File: src/rtl/trunk_unit_pipe.sv
// trunk_unit_pipe: registered load truncation/extension with valid/ready and optional two-beat misaligned assembly
module trunk_unit_pipe #(
  parameter int DATA_W   = 32,
  parameter int ADDR_W   = 12,
  parameter int SPLIT_EN = 1
) (
  input  logic              clk,
  input  logic              rst_n,
  input  logic              in_valid,
  output logic              in_ready,
  input  logic [2:0]        opcode,
  input  logic [DATA_W-1:0] entrada,
  input  logic [ADDR_W-1:0] direccion,
  output logic              out_valid,
  input  logic              out_ready,
  output logic [DATA_W-1:0] salida,
  output logic              err
);
  localparam int NB = DATA_W / 8;
  localparam int OW = $clog2(NB);
  localparam int SW = OW + 2;
  localparam int BW = $clog2(DATA_W);
  typedef enum logic {IDLE, WAIT_HI} st_t;
  st_t st, st_n;
  logic [DATA_W-1:0] hold_q, raw, res;
  logic [2:0] op_q, cop;
  logic [OW-1:0] off_q, off;
  logic [SW-1:0] sz;
  logic [OW+3:0] shl;
  logic ill, mis, split, bad, acc, unused;
  function automatic logic [DATA_W-1:0] ext(input logic [DATA_W-1:0] v, input logic [2:0] o);
    logic [DATA_W-1:0] r;
    int nbits;
    logic s;
    nbits = 8 << o[1:0];
    if (nbits > DATA_W) nbits = DATA_W;
    s = !o[2] && v[BW'(nbits - 1)];
    for (int i = 0; i < DATA_W; i++) r[i] = (i < nbits) ? v[i] : s;
    return r;
  endfunction
  assign in_ready = !out_valid || out_ready;
  assign acc = in_valid && in_ready;
  assign off = direccion[OW-1:0];
  assign unused = ^direccion;
  always_comb begin
    cop   = (st == WAIT_HI) ? op_q : opcode;
    sz    = SW'(1) << cop[1:0];
    ill   = (st == IDLE) && (opcode == 3'b111 || (DATA_W == 32 && (opcode == 3'b011 || opcode == 3'b110)));
    mis   = (st == IDLE) && !ill && (SW'(off) + sz > SW'(NB));
    split = mis && (SPLIT_EN != 0);
    bad   = ill || (mis && SPLIT_EN == 0);
    shl   = ((OW+4)'(NB) - (OW+4)'(off_q)) << 3;
    // second beat fills the bytes above the n latched low bytes
    raw   = (st == WAIT_HI) ? (hold_q | (entrada << shl)) : (entrada >> {off, 3'b000});
    res   = bad ? '0 : ext(raw, cop);
    st_n  = acc ? (split ? WAIT_HI : IDLE) : st;
  end
  always_ff @(posedge clk or negedge rst_n) begin
    if (!rst_n) begin
      st        <= IDLE;
      hold_q    <= '0;
      op_q      <= '0;
      off_q     <= '0;
      out_valid <= 1'b0;
      salida    <= '0;
      err       <= 1'b0;
    end else begin
      st <= st_n;
      if (acc && split) begin
        hold_q <= raw;
        op_q   <= opcode;
        off_q  <= off;
      end
      if (acc && !split) begin
        out_valid <= 1'b1;
        salida    <= res;
        err       <= bad;
      end else if (out_ready) out_valid <= 1'b0;
    end
  end
endmodule
File: config.mk
export PLATFORM = sky130hd
export DESIGN_NAME = trunk_unit_pipe
export DESIGN_NICKNAME = d
export VERILOG_FILES = /design/src/rtl/trunk_unit_pipe.sv
export SDC_FILE = /design/constraint.sdc
export NUM_CORES = 1
export LEC_CHECK = 0
export CAP_MARGIN = 10
export CORE_AREA = 2 2 95 134
export DETAILED_ROUTE_END_ITERATION = 16
export DIE_AREA = 0 0 97 136
export HOLD_SLACK_MARGIN = 0.1
export PLACE_DENSITY_LB_ADDON = 0.25
export SYNTH_ARGS = -nofsm -noshare
export SYNTH_HDL_FRONTEND = slang
export SYNTH_SLANG_ARGS = --single-unit
File: constraint.sdc
create_clock -name clk -period 2.7 [get_ports clk]
set_input_delay 0.405 -clock clk [delete_from_list [all_inputs] [get_ports clk]]
set_output_delay 0.405 -clock clk [all_outputs]
set_load 0.02 [all_outputs]
==> flow_metrics.tcl, run 1 <==
set metrics [dict create \
    grt_pass1_vias 4095 \
    post-route-util_pct 51.1 \
    maxSlewHeadroom_pct 57.0 \
    p_int_uw 4390 \
    cp_launch_type "flip-flop" \
    die-area_um2 13200 \
    drt_iter0_drcs 295 \
    pwr-share-clk_pct 19.3 \
    criticalPathCategory "flip-flop to flip-flop" \
    final_standard_cell_area_without_fillers_um2 6170 \
    drt_pass1_iterations 4 \
    place_inst 667 \
    global_route.overflow_total 0 \
    fmax_mhz 361 \
    wl_um 13400 \
    antennaDiodeCount 0 \
    combinational_fraction_of_design_power_pct 55.1 \
    yosys_top_cell_by_area "dfrtp_1" \
    io_buffer_count 75 \
    fp-row-count 48 \
    grt_pass1_wl_um 21000 \
    power.density_cell_area_nw_per_um2 1170 \
    start_util_pct 36.2 \
    cellLeakagePower_uw 0.00268 \
    antenna_found_initial 0 \
    drive_above_1_share_pct 22.7 \
    maximum_number_of_pins_on_one_net_before_global_route_repair 36 \
    finalMaxSlewViolations 0 \
    postSynthAreaPerCell_um2 9.94 \
    clkSlewWorstSetupHoldPaths_ns 0.06 \
    route.antenna.remaining_nets 0 \
    min-delay-path-class "flip-flop to flip-flop" \
    mappedNetlistNets 495 \
    synth.ff_latch_count 72 \
    wl_per_cell_um 19.3 \
    yosys_warnings 0 \
    required_ns 2.92 \
    total_switching_power_uw 2800 \
    period_share_pct 103 \
    max-clock-path-buffers 2 \
    core_um2 12100 \
    timing.setup.tns_ns -1.19 \
    post_synth_main_area_contributors "dfrtp_1 41%, mux2i_1 9.4%, mux2_2 6.4%, o21ai_0 5.5%, a22o_1 4.0%" \
    detailedPlace.worstSlack_ns -0.492 \
    fin_crit_ns 2.77 \
    finalWorstSetupSlack_ns -0.0691 \
    fin_skew_ns 0.00600 \
    synth_top_area_share_pct 41.2 \
    post-dp-hpwl_um 9390 \
    mappedNetlistArea_um2 4370 \
    cts_max_level 3 \
    chipHeight_um 136 \
    final_cells 693 \
    synthToLayoutAreaGrowth_pct 41.1 \
    cts_buffers 9 \
    clock-sinks 72 \
    drc 0 \
    routed-via-count 3947 \
    hold_viol 0 \
    top_ff_cell_synth "dfrtp_1" \
    tritoncts "yes" \
    critical_path.endpoint_type "flip-flop" \
    power_switching_share_pct 39.0 \
    num_ports 86 \
    fin_nets 594 \
    max_cap_violations 0 \
    worst_ir_drop_vdd_v 0.000465 \
    clock_insertion_delay_worst_skew_ns 0.33 \
    dpl_cell_area_um2 5480 \
    clock_root_buffer "clkbuf_16" \
    track_usage_pct 20.0 \
    cp.arrival_ns 2.99 \
    synth-seq-area-share_pct 41.2 \
    final-setup-viol-count 38 \
    status "complete, but fails checks" \
    routed_via_density 5.70 \
    critical_path.max_fanout 6 \
    die_width_um 97 \
    gp_congestion 0.823 \
    grt_setup_unrepaired "yes" \
    share_seq_of_total_power_pct 25.6 \
    worst-slew-pin-transition_ns 0.643 \
    synthDistinctLibCells 52 \
    asyncSetResetFlopFracSynth_pct 100 \
    failing_checks "setup timing" \
    postSynthCellCount 440 \
    synth_enable_flop_cells 0 \
]
final timing paths:
kind / from / endpoint / slack (ns) / cells after the start
max: st$_DFFE_PN0P_ / hold_q[22]$_DFFE_PN0P_ / -0.07 / 11
min: hold_q[28]$_DFFE_PN0P_ / hold_q[28]$_DFFE_PN0P_ / 0.49 / 2
max reg2reg: st$_DFFE_PN0P_ / hold_q[22]$_DFFE_PN0P_ / -0.07 / 11
min reg2reg: hold_q[28]$_DFFE_PN0P_ / hold_q[28]$_DFFE_PN0P_ / 0.49 / 2
max in group asynchronous: rst_n / salida[2]$_DFFE_PN0P_ / 1.39 / 3
min in group asynchronous: rst_n / salida[28]$_DFFE_PN0P_ / 0.57 / 2
cell families (layout without fill, tap and decap cells):
kind of cell             count (synthesis)  in the layout  share of synthesized area, %
AO/OA/AOI/OAI                          166            166                          26.8
flip-flops                              72             72                          41.2
AND/OR/NAND/NOR                         72             72                          7.84
multiplexers                            68             68                          16.7
buffers and inverters                   58            161                          6.24
adder cells (fa/ha/maj)                  4              4                          1.32
Yosys cell counts (5+ instances only):
library cell,number
a21oi_1,18
a22o_1,20
a22oi_1,7
a32o_1,10
buf_2,14
buf_4,6
clkbuf_1,12
dfrtp_1,72
inv_1,21
mux2_2,25
mux2i_1,41
nand2_1,44
nor2_1,6
o211ai_1,16
o21a_1,6
o21ai_0,48
o221ai_1,8
o22a_1,5
o2bb2ai_1,7
state kept, by name, summed over array words and instances (netlist names):
| register | count |
|---|---|
| hold_q | 32 |
| salida | 32 |
| op_q | 3 |
| off_q | 2 |
| err | 1 |
| out_valid | 1 |
| st | 1 |
power by group through the flow:
stage | clock (uW) | combinational, uW | sequential (uW)
floorplan | 0 | 2060 | 2050
global placement | 0 | 3490 | 1820
detailed placement | 0 | 3560 | 1830
CTS | 1410 | 3750 | 1830
global route | 1460 | 4290 | 1900
finish | 1390 | 3960 | 1840
per-stage QoR:
stage	total power, uW	hold WS, ns
floorplan	4110	0.109
global placement	5310	0.397
detailed placement	5380	0.408
CTS	6980	0.483
global route	7640	0.503
finish	7190	0.490
layer usage:
layer / up-vias / track usage [%] / part of all wire [%]
li1: 1845 / - / -
met1: 1959 / 24.6 / 42
met2: 112 / 34.6 / 50
met3: 31 / 3.14 / 4.2
met4: 0 / 9.23 / 3.3
met5: - / 0 / 0
worst max-delay path: stages (launching register included):
cell       delay, ns
dfrtp_2         0.44
buf_6           0.13
a21oi_4         0.13
clkinv_2        0.09
ha_4            0.16
fa_1            0.48
o21bai_1        0.23
mux2i_4         0.13
o2111ai_4       0.24
buf_12          0.17
buf_12          0.14
mux2_4          0.31
final cells by class:
cell class / instances / area, um^2
Clock buffer: 10 / 239
Timing Repair Buffer: 124 / 1270
Inverter: 22 / 83.8
Multi-Input combinational cell: 310 / 2480
Sequential cell: 72 / 1800
Fill cell: 1088 / 5900
Clock inverter: 5 / 105
Tap cell: 150 / 188
layout by cell type, fill, tap and decap left out, types with 3 or more instances in the layout:
master,n
o21a_1,6
bufinv_16,3
dfrtp_1,71
nor2_1,6
a21oi_1,17
o211ai_1,16
nor2b_1,3
o22ai_1,4
a32o_1,10
buf_12,6
mux2_2,10
nand2_1,32
buf_4,31
clkbuf_16,11
o22a_1,5
o221ai_1,8
o21ai_1,16
mux2i_1,41
a22oi_1,7
a22o_1,20
mux2_4,15
clkdlybuf4s50_1,72
nand2b_1,3
nand2_2,12
buf_6,8
o21ai_2,5
inv_1,21
o21ai_0,31
o2bb2ai_1,7
repair_timing:
action | 4_1_cts | 5_1_grt
gates resized for setup | 19 | 52
endpoints found under the hold margin | 20 | 0
buffers inserted | 5 | 5
endpoints found under the setup margin | 66 | 68
pin swaps | 2 | 2
gates cloned | 1 | 2
hold buffers | 1 | 0
(Power assumes the default switching activity.)
==> inputs of run 2 (changes only) <==
--- a/config.mk
+++ b/config.mk
@@ -9,7 +9,7 @@
 export CORE_AREA = 2 2 95 134
 export DETAILED_ROUTE_END_ITERATION = 16
 export DIE_AREA = 0 0 97 136
-export HOLD_SLACK_MARGIN = 0.1
+export HOLD_SLACK_MARGIN = 0.02
 export PLACE_DENSITY_LB_ADDON = 0.25
 export SYNTH_ARGS = -nofsm -noshare
 export SYNTH_HDL_FRONTEND = slang
==> run 2 against run 1 <==
The flow still finishes with violations (setup timing); hold slack got worse by 0.46 ns; wire length decreased by 0.48%; clock-buffer cell count did not move; sequential power barely moved; first-iteration DRC count is 1.4% lower; clock power hardly changed; utilization decreased by 0.083 points; critical path type unchanged; critical endpoint unchanged.
==> flow_metrics.tcl, run 2 (same netlist as run 1, synthesis figures left out) <==
set metrics [dict create \
    routed-via-count 3934 \
    track_usage_pct 20.0 \
    cts_buffers 9 \
    io_buffer_count 75 \
    power.density_cell_area_nw_per_um2 1170 \
    total_switching_power_uw 2800 \
    antennaDiodeCount 0 \
    worst_ir_drop_vdd_v 0.000465 \
    hold_viol 0 \
    drt_iter0_drcs 291 \
    tritoncts "yes" \
    reg2reg_to "hold_q[22]$_DFFE_PN0P_" \
    power_switching_share_pct 39.0 \
    share_seq_of_total_power_pct 25.6 \
    grt_pass1_vias 4093 \
    wl_per_cell_um 19.2 \
    drt_pass1_iterations 6 \
    cp_launch_type "flip-flop" \
    antenna_found_initial 0 \
    clock_insertion_delay_worst_skew_ns 0.34 \
    global_route.overflow_total 0 \
    largest_registers_in_the_final_layout "hold_q x32, salida x32, op_q x3" \
    cts.hold.buffers_added 0 \
    r2r.worst_path.cells 11 \
    failing_checks "setup timing" \
    finalWorstSetupSlack_ns -0.0699 \
    status "complete, but fails checks" \
    period_share_pct 103 \
    max_cap_violations 0 \
    grt_setup_unrepaired "yes" \
    p_int_uw 4390 \
    gp_congestion 0.823 \
    multi_input_area_um2 2480 \
    timing.reg2reg.setup_slack_ns -0.07 \
    fill_cells 1089 \
    start_util_pct 36.2 \
    ff_latch_area_um2 1800 \
    cts_max_level 3 \
    critical_path.max_fanout 6 \
    final_common_cell "clkdlybuf4s50_1" \
    final_cell_mix "72 x clkdlybuf4s50_1, 71 x dfrtp_1, 41 x mux2i_1" \
    route.antenna.remaining_nets 0 \
    clock_root_buffer "clkbuf_16" \
    drive_above_1_share_pct 22.7 \
    worst-slew-pin-transition_ns 0.609 \
    required_ns 2.92 \
    routed_via_density 5.68 \
    criticalPathCategory "flip-flop to flip-flop" \
    timing.setup.tns_ns -1.24 \
    pwr-share-clk_pct 19.3 \
    regToRegStartpoint "st$_DFFE_PN0P_" \
    cp.arrival_ns 2.99 \
    synthToLayoutAreaGrowth_pct 40.8 \
    post-dp-hpwl_um 9390 \
    min-delay-path-class "primary input to asynchronous set/reset pin" \
    fin_crit_ns 2.77 \
    post-route-util_pct 51.0 \
    final-setup-viol-count 38 \
    combinational_fraction_of_design_power_pct 55.1 \
    core_um2 12100 \
    fin_nets 593 \
    chipHeight_um 136 \
    detailedPlace.worstSlack_ns -0.492 \
    fin_skew_ns 0.00597 \
    maximum_number_of_pins_on_one_net_before_global_route_repair 36 \
    die-area_um2 13200 \
    maxSlewHeadroom_pct 59.2 \
    drc 0 \
    clkSlewWorstSetupHoldPaths_ns 0.06 \
    grt_pass1_wl_um 21000 \
    fmax_mhz 361 \
    clock-sinks 72 \
    cellLeakagePower_uw 0.00267 \
    finalMaxSlewViolations 0 \
    critical_path.endpoint_type "flip-flop" \
    fp-row-count 48 \
    max-clock-path-buffers 2 \
    num_ports 86 \
    finalHoldWorstSlack_ns 0.0301 \
    wl_um 13300 \
    die_width_um 97 \
]
run 2: changes by cell type in the layout (fill, tap and decap cells not counted), sizes merged:
cell and delta:
dlygate4sd3 -1
run 2: area by class of cell:
class | count | area share, %
Sequential cell | 72 | 29.3
Tap cell | 150 | 3.05
Inverter | 22 | 1.36
Multi-Input combinational cell | 310 | 40.2
Timing Repair Buffer | 123 | 20.5
Clock buffer | 10 | 3.88
Clock inverter | 5 | 1.71
run 2: worst max path at each step:
stage / startpoint / end / slack (ns) / cells past startpoint
6_report: st$_DFFE_PN0P_ / hold_q[22]$_DFFE_PN0P_ / -0.07 / 11
5_1_grt: st$_DFFE_PN0P_ / hold_q[17]$_DFFE_PN0P_ / -0.18 / 10
4_1_cts: st$_DFFE_PN0P_ / hold_q[0]$_DFFE_PN0P_ / -0.09 / 11
3_5_place_dp: opcode[0] / hold_q[13]$_DFFE_PN0P_ / -0.49 / 13
3_3_place_gp: opcode[0] / hold_q[14]$_DFFE_PN0P_ / -0.42 / 13
2_1_floorplan: st$_DFFE_PN0P_ / hold_q[17]$_DFFE_PN0P_ / 0.02 / 11
run 2: layer usage:
layer  part of all wire, %  wire (um)  vias up  track usage, %
met5                     0          0        -               0
met4                   3.3        438        0            9.23
met3                   3.6        475       37            3.14
met2                    51       6740      113            34.6
met1                    42       5640     1943            24.6
li1                      -          -     1841               -
run 2: worst max-delay path, stage by stage, from the launching register on:
cell,delay [ns]
dfrtp_2,0.44
buf_6,0.13
a21oi_4,0.13
clkinv_2,0.09
ha_4,0.16
fa_1,0.48
o21bai_1,0.23
mux2i_4,0.13
o2111ai_4,0.24
buf_12,0.17
buf_12,0.14
mux2_4,0.31
run 2: power groups by stage:
| stage | clock network [uW] | registers, uW | logic, uW |
|---|---|---|---|
| after detailed placement | 0 | 1830 | 3560 |
| after CTS | 1410 | 1830 | 3750 |
| final | 1380 | 1840 | 3960 |
| after global routing | 1460 | 1900 | 4290 |
| after global placement | 0 | 1820 | 3490 |
| after floorplan | 0 | 2050 | 2060 |
run 2: per-stage QoR:
stage / cells / power (uW) / instance area (um^2)
3_5_place_dp: 667 / 5380 / 5480
6_report: 692 / 7190 / 6160
3_3_place_gp: 667 / 5310 / 5480
2_1_floorplan: 440 / 4110 / 4420
5_1_grt: 692 / 7640 / 6160
4_1_cts: 688 / 6980 / 5960
run 2: timing repair:
action / 4_1_cts / 5_1_grt
resized for setup: 19 / 52
buffers inserted: 5 / 5
gates cloned: 1 / 2
pin swaps: 2 / 2
setup endpoints to repair: 66 / 68
==> RTL change 1 (flow settings as in run 2) <==
Change the parameter `SPLIT_EN` from 1 to 0.
--- a/src/rtl/trunk_unit_pipe.sv
+++ b/src/rtl/trunk_unit_pipe.sv
@@ -4,3 +4,3 @@
   parameter int ADDR_W   = 12,
-  parameter int SPLIT_EN = 1
+  parameter int SPLIT_EN = 0
 ) (
Function: changed (Yosys sat finds a counterexample within 4 cycles, from zero or initial values and one cycle with rst_n low).
==> RTL change 1 against run 2 <==
  * Worst setup slack improved by 0.19 ns
  * Global-route usage fell by 9.0 points
  * Sequential share of layout area fell by 2.8 points
  * Utilization fell by 24 points
  * First-iteration DRC count fell by 81%
  * Final area fell by 48%
  * Routed wire length fell by 47%
  * Sequential cell count fell by 38
  * Synthesized area fell by 56%
  * Total power fell by 77%
  * Critical endpoint is now salida[27]$_DFFE_PN0P_
  * Largest cell class unchanged
  * Largest power group is now registers
  * Highest routed layer unchanged
==> RTL change 1: results (changes against run 2) <==
top cells by count, synth=34 x dfrtp_1, 18 x mux2i_1, 16 x a221o_1, 16 x a22o_1, 15 x o21ai_0 (was 72 x dfrtp_1, 48 x o21ai_0, 44 x nand2_1); Yosys reg bits=34 (was 72); Post-Synth Adder-Cell Area=2.97% (was 1.32%); cell family with most CP delay=simple AND/OR/NAND/NOR gates (was adder cells); DP Wirelength=5.29 mm (was 9.39 mm); CTS H-tree depth=2 (was 3); Post-Syn Area=1940 um^2 (was 4370 um^2); Post-Place Worst Slack=-0.365 ns (was -0.492 ns); clock network share of area=4.60% (was 5.59%); outcome=finished, final reports clean (was finished, violations left); Post-CTS Setup Bufs=3 (was 5); GP Congestion=0.761 (was 0.823); Vias/cell=4.24 (was 5.68); Synthesized Nets=226 (was 495); Worst slew margin=58.2% (was 59.2%); top flop regs=salida: 32 flops, err: 1 flops, out_valid: 1 flops (was hold_q: 32 flops, salida: 32 flops, op_q: 3 flops); post_cts resized=5 (was 19); multi-input combinational area share=31.5% (was 40.2%); P_int=0.00118 W (was 0.00439 W); worst hold path type=register to register (was primary input to async pin); sequential power share=35.9% (was 25.6%); placed inst area=3010 um^2 (was 5480 um^2); Mean Syn Cell Area=11.3 um^2 (was 9.94 um^2); Data buffer area share=31.0% (was 20.5%); post-synthesis mux area share=13.4% (was 16.7%); Critical Path Slowest Stage Cell=or4b_4 (was fa_1); share of cells above drive strength 1=19.9% (was 22.7%); initial drt markers=54 (was 291); first-pass GRT wire length=11.1 mm (was 21.0 mm); Top Consumer=registers (was combinational logic); Worst-Skew Late Latency=0.27 ns (was 0.34 ns); Setup Skew=0.00267 ns (was 0.00597 ns); post-synthesis compound-gate area fraction=26.0% (was 26.8%); Signal inverters=5 (was 22); Reg2Reg Depth=6 (was 11); Net Switching=0.000472 W (was 0.00280 W); non-clock buffer count=104 (was 123); routed len/inst=16.8 um (was 19.2 um); CTS buffer count=5 (was 9); pin count of the biggest net entering global routing=35 (was 36); Synth Area in XOR/XNOR=0.452% (was 0%); register area=851 um^2 (was 1800 um^2); initial antenna violation count=0 (unchanged); # clk buffers=7 (was 10); Pleak=1.37 nW (was 2.67 nW); peak supply drop=223 uV (was 465 uV); post-synth cell types=35 (was 52); number of fill cells=1296 (was 1089); vias in the first global route=1889 (was 4093); Design Area, Final=3210 um^2 (was 6160 um^2); Total GRT Usage=11.0% (was 20.0%); Final Net Count=325 (was 593); largest cells by area after synthesis=dfrtp_1 44%, mux2i_1 9.3%, a221o_1 8.3% (was dfrtp_1 41%, mux2i_1 9.4%, mux2_2 6.4%); placed cell count=409 (was 667); DRT Pass-1 Iters=4 (was 6); Seq/Total Area, Yosys=43.9% (was 41.2%); share of synthesized registers carrying an async set or reset=100% (unchanged); DRT Wirelength=7.06 mm (was 13.3 mm); comb_multi_in=120 (was 310)
==> RTL change 1: worst paths after layout <==
| check | startpoint | to | slack (ns) |
|---|---|---|---|
| worst min register to register | salida[13]$_DFFE_PN0P_ | salida[13]$_DFFE_PN0P_ | 0.50 |
| worst max-delay path | opcode[1] | salida[27]$_DFFE_PN0P_ | 0.12 |
| worst max register to register | out_valid$_DFFE_PN0P_ | salida[27]$_DFFE_PN0P_ | 0.83 |
| worst min-delay path | salida[13]$_DFFE_PN0P_ | salida[13]$_DFFE_PN0P_ | 0.50 |
| max in group asynchronous | rst_n | salida[21]$_DFFE_PN0P_ | 1.84 |
| min in group asynchronous | rst_n | salida[27]$_DFFE_PN0P_ | 0.55 |
==> RTL change 1: layer usage <==
metal  vias up  GRT usage, %  wire length, um
met1       870          13.4             3000
met4         0          2.82               70
met3         5          2.57              312
met2        50          19.6             3670
li1        860             -                -
met5         -             0                0
==> RTL change 2 (flow settings as in run 2) <==
Without the edit above. Register the output `err` once more, with the module's reset; this adds one clock of latency there. The other outputs are not delayed to match.
--- a/src/rtl/trunk_unit_pipe.sv
+++ b/src/rtl/trunk_unit_pipe.sv
@@ -23,2 +23,4 @@
   typedef enum logic {IDLE, WAIT_HI} st_t;
+
+  logic err_s0;
   st_t st, st_n;
@@ -65,3 +67,3 @@
       salida    <= '0;
-      err       <= 1'b0;
+      err_s0    <= 1'b0;
     end else begin
@@ -76,3 +78,3 @@
         salida    <= res;
-        err       <= bad;
+        err_s0    <= bad;
       end else if (out_ready) out_valid <= 1'b0;
@@ -80,2 +82,10 @@
   end
+  always_ff @(posedge clk or negedge rst_n) begin
+    if (!rst_n) begin
+      err <= '0;
+    end else begin
+      err <= err_s0;
+    end
+  end
+
 endmodule
Function: changed (a bounded check fails within 4 cycles, from zero or initial values and one cycle with rst_n low).
==> RTL change 2 against run 2 <==
  * Routed wire length is 5.1% higher
  * Count of clock-buffer cells in the layout stayed put
  * Non-clock buffer count is 9 higher
  * Die area stayed put
  * Synthesized area is 2.2% higher
  * Total power is 7.4% lower
  * Sequential cell count is 1 higher
  * Critical path depth is 1 lower
  * Worst setup slack better by 0.078 ns
  * Final area is 0.18% higher
  * Critical path type unchanged
  * Largest power group unchanged
  * Highest routed layer unchanged
==> RTL change 2: results (changes against run 2) <==
critical path's largest stage delay=0.45 ns (was 0.48 ns); R2R Setup Slk=0.008 ns (was -0.07 ns); initial drt markers=311 (was 291); share of cells above drive strength 1=24.2% (was 22.7%); outcome=finished, final reports clean (was finished, violations left); Setup Skew=0.00595 ns (was 0.00597 ns); top flop regs=hold_q: 32 flops, salida: 32 flops, op_q: 3 flops (unchanged); placed cell count=690 (was 667); post-synthesis compound-gate area fraction=24.2% (was 26.8%); Root Buffer=clkbuf_16 (unchanged); synth warn=0 (unchanged); Arr. time, crit path=2.91 ns (was 2.99 ns); # diodes=0 (unchanged); Final Net Count=612 (was 593); routed len/inst=19.6 um (was 19.2 um); Critical Path Slowest Stage Cell=fa_2 (was fa_1); Worst Max-Slew Pin Slew=0.717 ns (was 0.609 ns); largest cells by area after synthesis=dfrtp_1 41%, mux2i_1 6.0%, mux2_2 6.0% (was dfrtp_1 41%, mux2i_1 9.4%, mux2_2 6.4%); CTS buffer count=9 (unchanged); Seq/Total Area, Yosys=40.9% (was 41.2%); share of synthesized registers carrying an async set or reset=100% (unchanged); peak supply drop=508 uV (was 465 uV); clk buf depth=2 (unchanged); Synth Area in XOR/XNOR=0.196% (was 0%); post-synthesis mux area share=18.5% (was 16.7%); Pleak=2.64 nW (was 2.67 nW); pin count of the biggest net entering global routing=74 (was 36); post-synth cell types=56 (was 52); vias in the first global route=4074 (was 4093); Design Area, Final=6170 um^2 (was 6160 um^2); Via Count=4035 (was 3934); first-pass GRT wire length=22.0 mm (was 21.0 mm); Post-Synth Adder-Cell Area=1.29% (was 1.32%); r2r endpoint=hold_q[13]$_DFFE_PN0P_ (was hold_q[22]$_DFFE_PN0P_); DRT Pass-1 Iters=5 (was 6); number of fill cells=1103 (was 1089); Worst-Skew Late Latency=0.34 ns (about the same); placed inst area=5670 um^2 (was 5480 um^2); cell family with most CP delay=compound AO/OA/AOI/OAI gates (was adder cells); Vias/cell=5.67 (was 5.68); Critical R2R Launch=st$_DFFE_PN0P_ (unchanged); CTS H-tree depth=3 (unchanged); DP Wirelength=10.3 mm (was 9.39 mm); Reg2Reg Depth=10 (was 11); critical-path maximum fanout=7 (was 6); CTS clk-pin slew, worst paths=0.06 ns (about the same); WHS=0.0883 ns (was 0.0301 ns); Total GRT Usage=21.0% (was 20.0%); worst hold path type=primary input to async pin (unchanged); GP Congestion=0.895 (was 0.823); Post-Place Worst Slack=-0.547 ns (was -0.492 ns); top cells by count, synth=73 x dfrtp_1, 55 x nand2_1, 44 x o21ai_0 (was 72 x dfrtp_1, 48 x o21ai_0, 44 x nand2_1); initial antenna violation count=0 (unchanged); Synthesized Nets=500 (was 495); Mean Syn Cell Area=10.0 um^2 (was 9.94 um^2)
RTL change 2: stage by stage:
step                setup TNS (ns)  total power [W]
global route                 -1.71          0.00704
global placement            -25.66          0.00512
CTS                         -0.171          0.00657
finish                           0          0.00665
floorplan                   -0.567          0.00389
detailed placement          -29.81          0.00519
RTL change 2: worst max-delay path by stage:
stage	from	endpoint	slack, ns	cells past startpoint
6_report	st$_DFFE_PN0P_	hold_q[13]$_DFFE_PN0P_	0.008	10
5_1_grt	st$_DFFE_PN0P_	hold_q[13]$_DFFE_PN0P_	-0.08	10
4_1_cts	st$_DFFE_PN0P_	hold_q[13]$_DFFE_PN0P_	-0.03	10
3_5_place_dp	opcode[0]	hold_q[11]$_DFFE_PN0P_	-0.55	10
3_3_place_gp	opcode[0]	hold_q[14]$_DFFE_PN0P_	-0.50	10
2_1_floorplan	st$_DFFE_PN0P_	off_q[0]$_DFFE_PN0P_	-0.06	11
RTL change 2: final cells by class:
| cell class | instances | area share, % |
|---|---|---|
| clock buffers | 10 | 3.71 |
| clock inverters | 6 | 1.07 |
| inverters | 9 | 0.710 |
| multi-input cells | 332 | 41.4 |
| flip-flops and latches | 73 | 29.6 |
| well taps | 150 | 3.04 |
| repair buffers | 132 | 20.5 |
RTL change 2: cell families (layout without fill, tap and decap cells):
family,Yosys count,count (layout)
AOI/OAI and AO/OA,155,155
and+or+nand+nor,103,103
DFF,73,73
muxes,69,69
buffers and inverters,40,157
adders and majority gates,4,4
xor gates and xnor gates,1,1
RTL change 2: repair_timing:
item                                   in CTS  in global routing
gates resized for setup                    19                 23
cloned                                      0                  1
setup buffers                               3                  2
endpoints found under the hold margin       0                  0
pin swaps                                   5                  7
setup endpoints to repair                  58                 63
RTL change 2: layer usage:
metal  wire, um  share of wire (%)  GRT usage (%)  vias to the layer above
met2       7050                 50           36.0                      112
met5          0                  0              0                        -
li1           -                  -              -                     1919
met1       6030                 43           26.6                     1979
met4        325                2.3           8.06                        0
met3        565                4.0           3.70                       25
RTL change 2: power breakdown:
| part | switching, W | total (W) | internal [W] |
|---|---|---|---|
| clock network | 0.000496 | 0.00122 | 0.000721 |
| registers | 0.000264 | 0.00183 | 0.00156 |
| logic | 0.00185 | 0.00361 | 0.00176 |
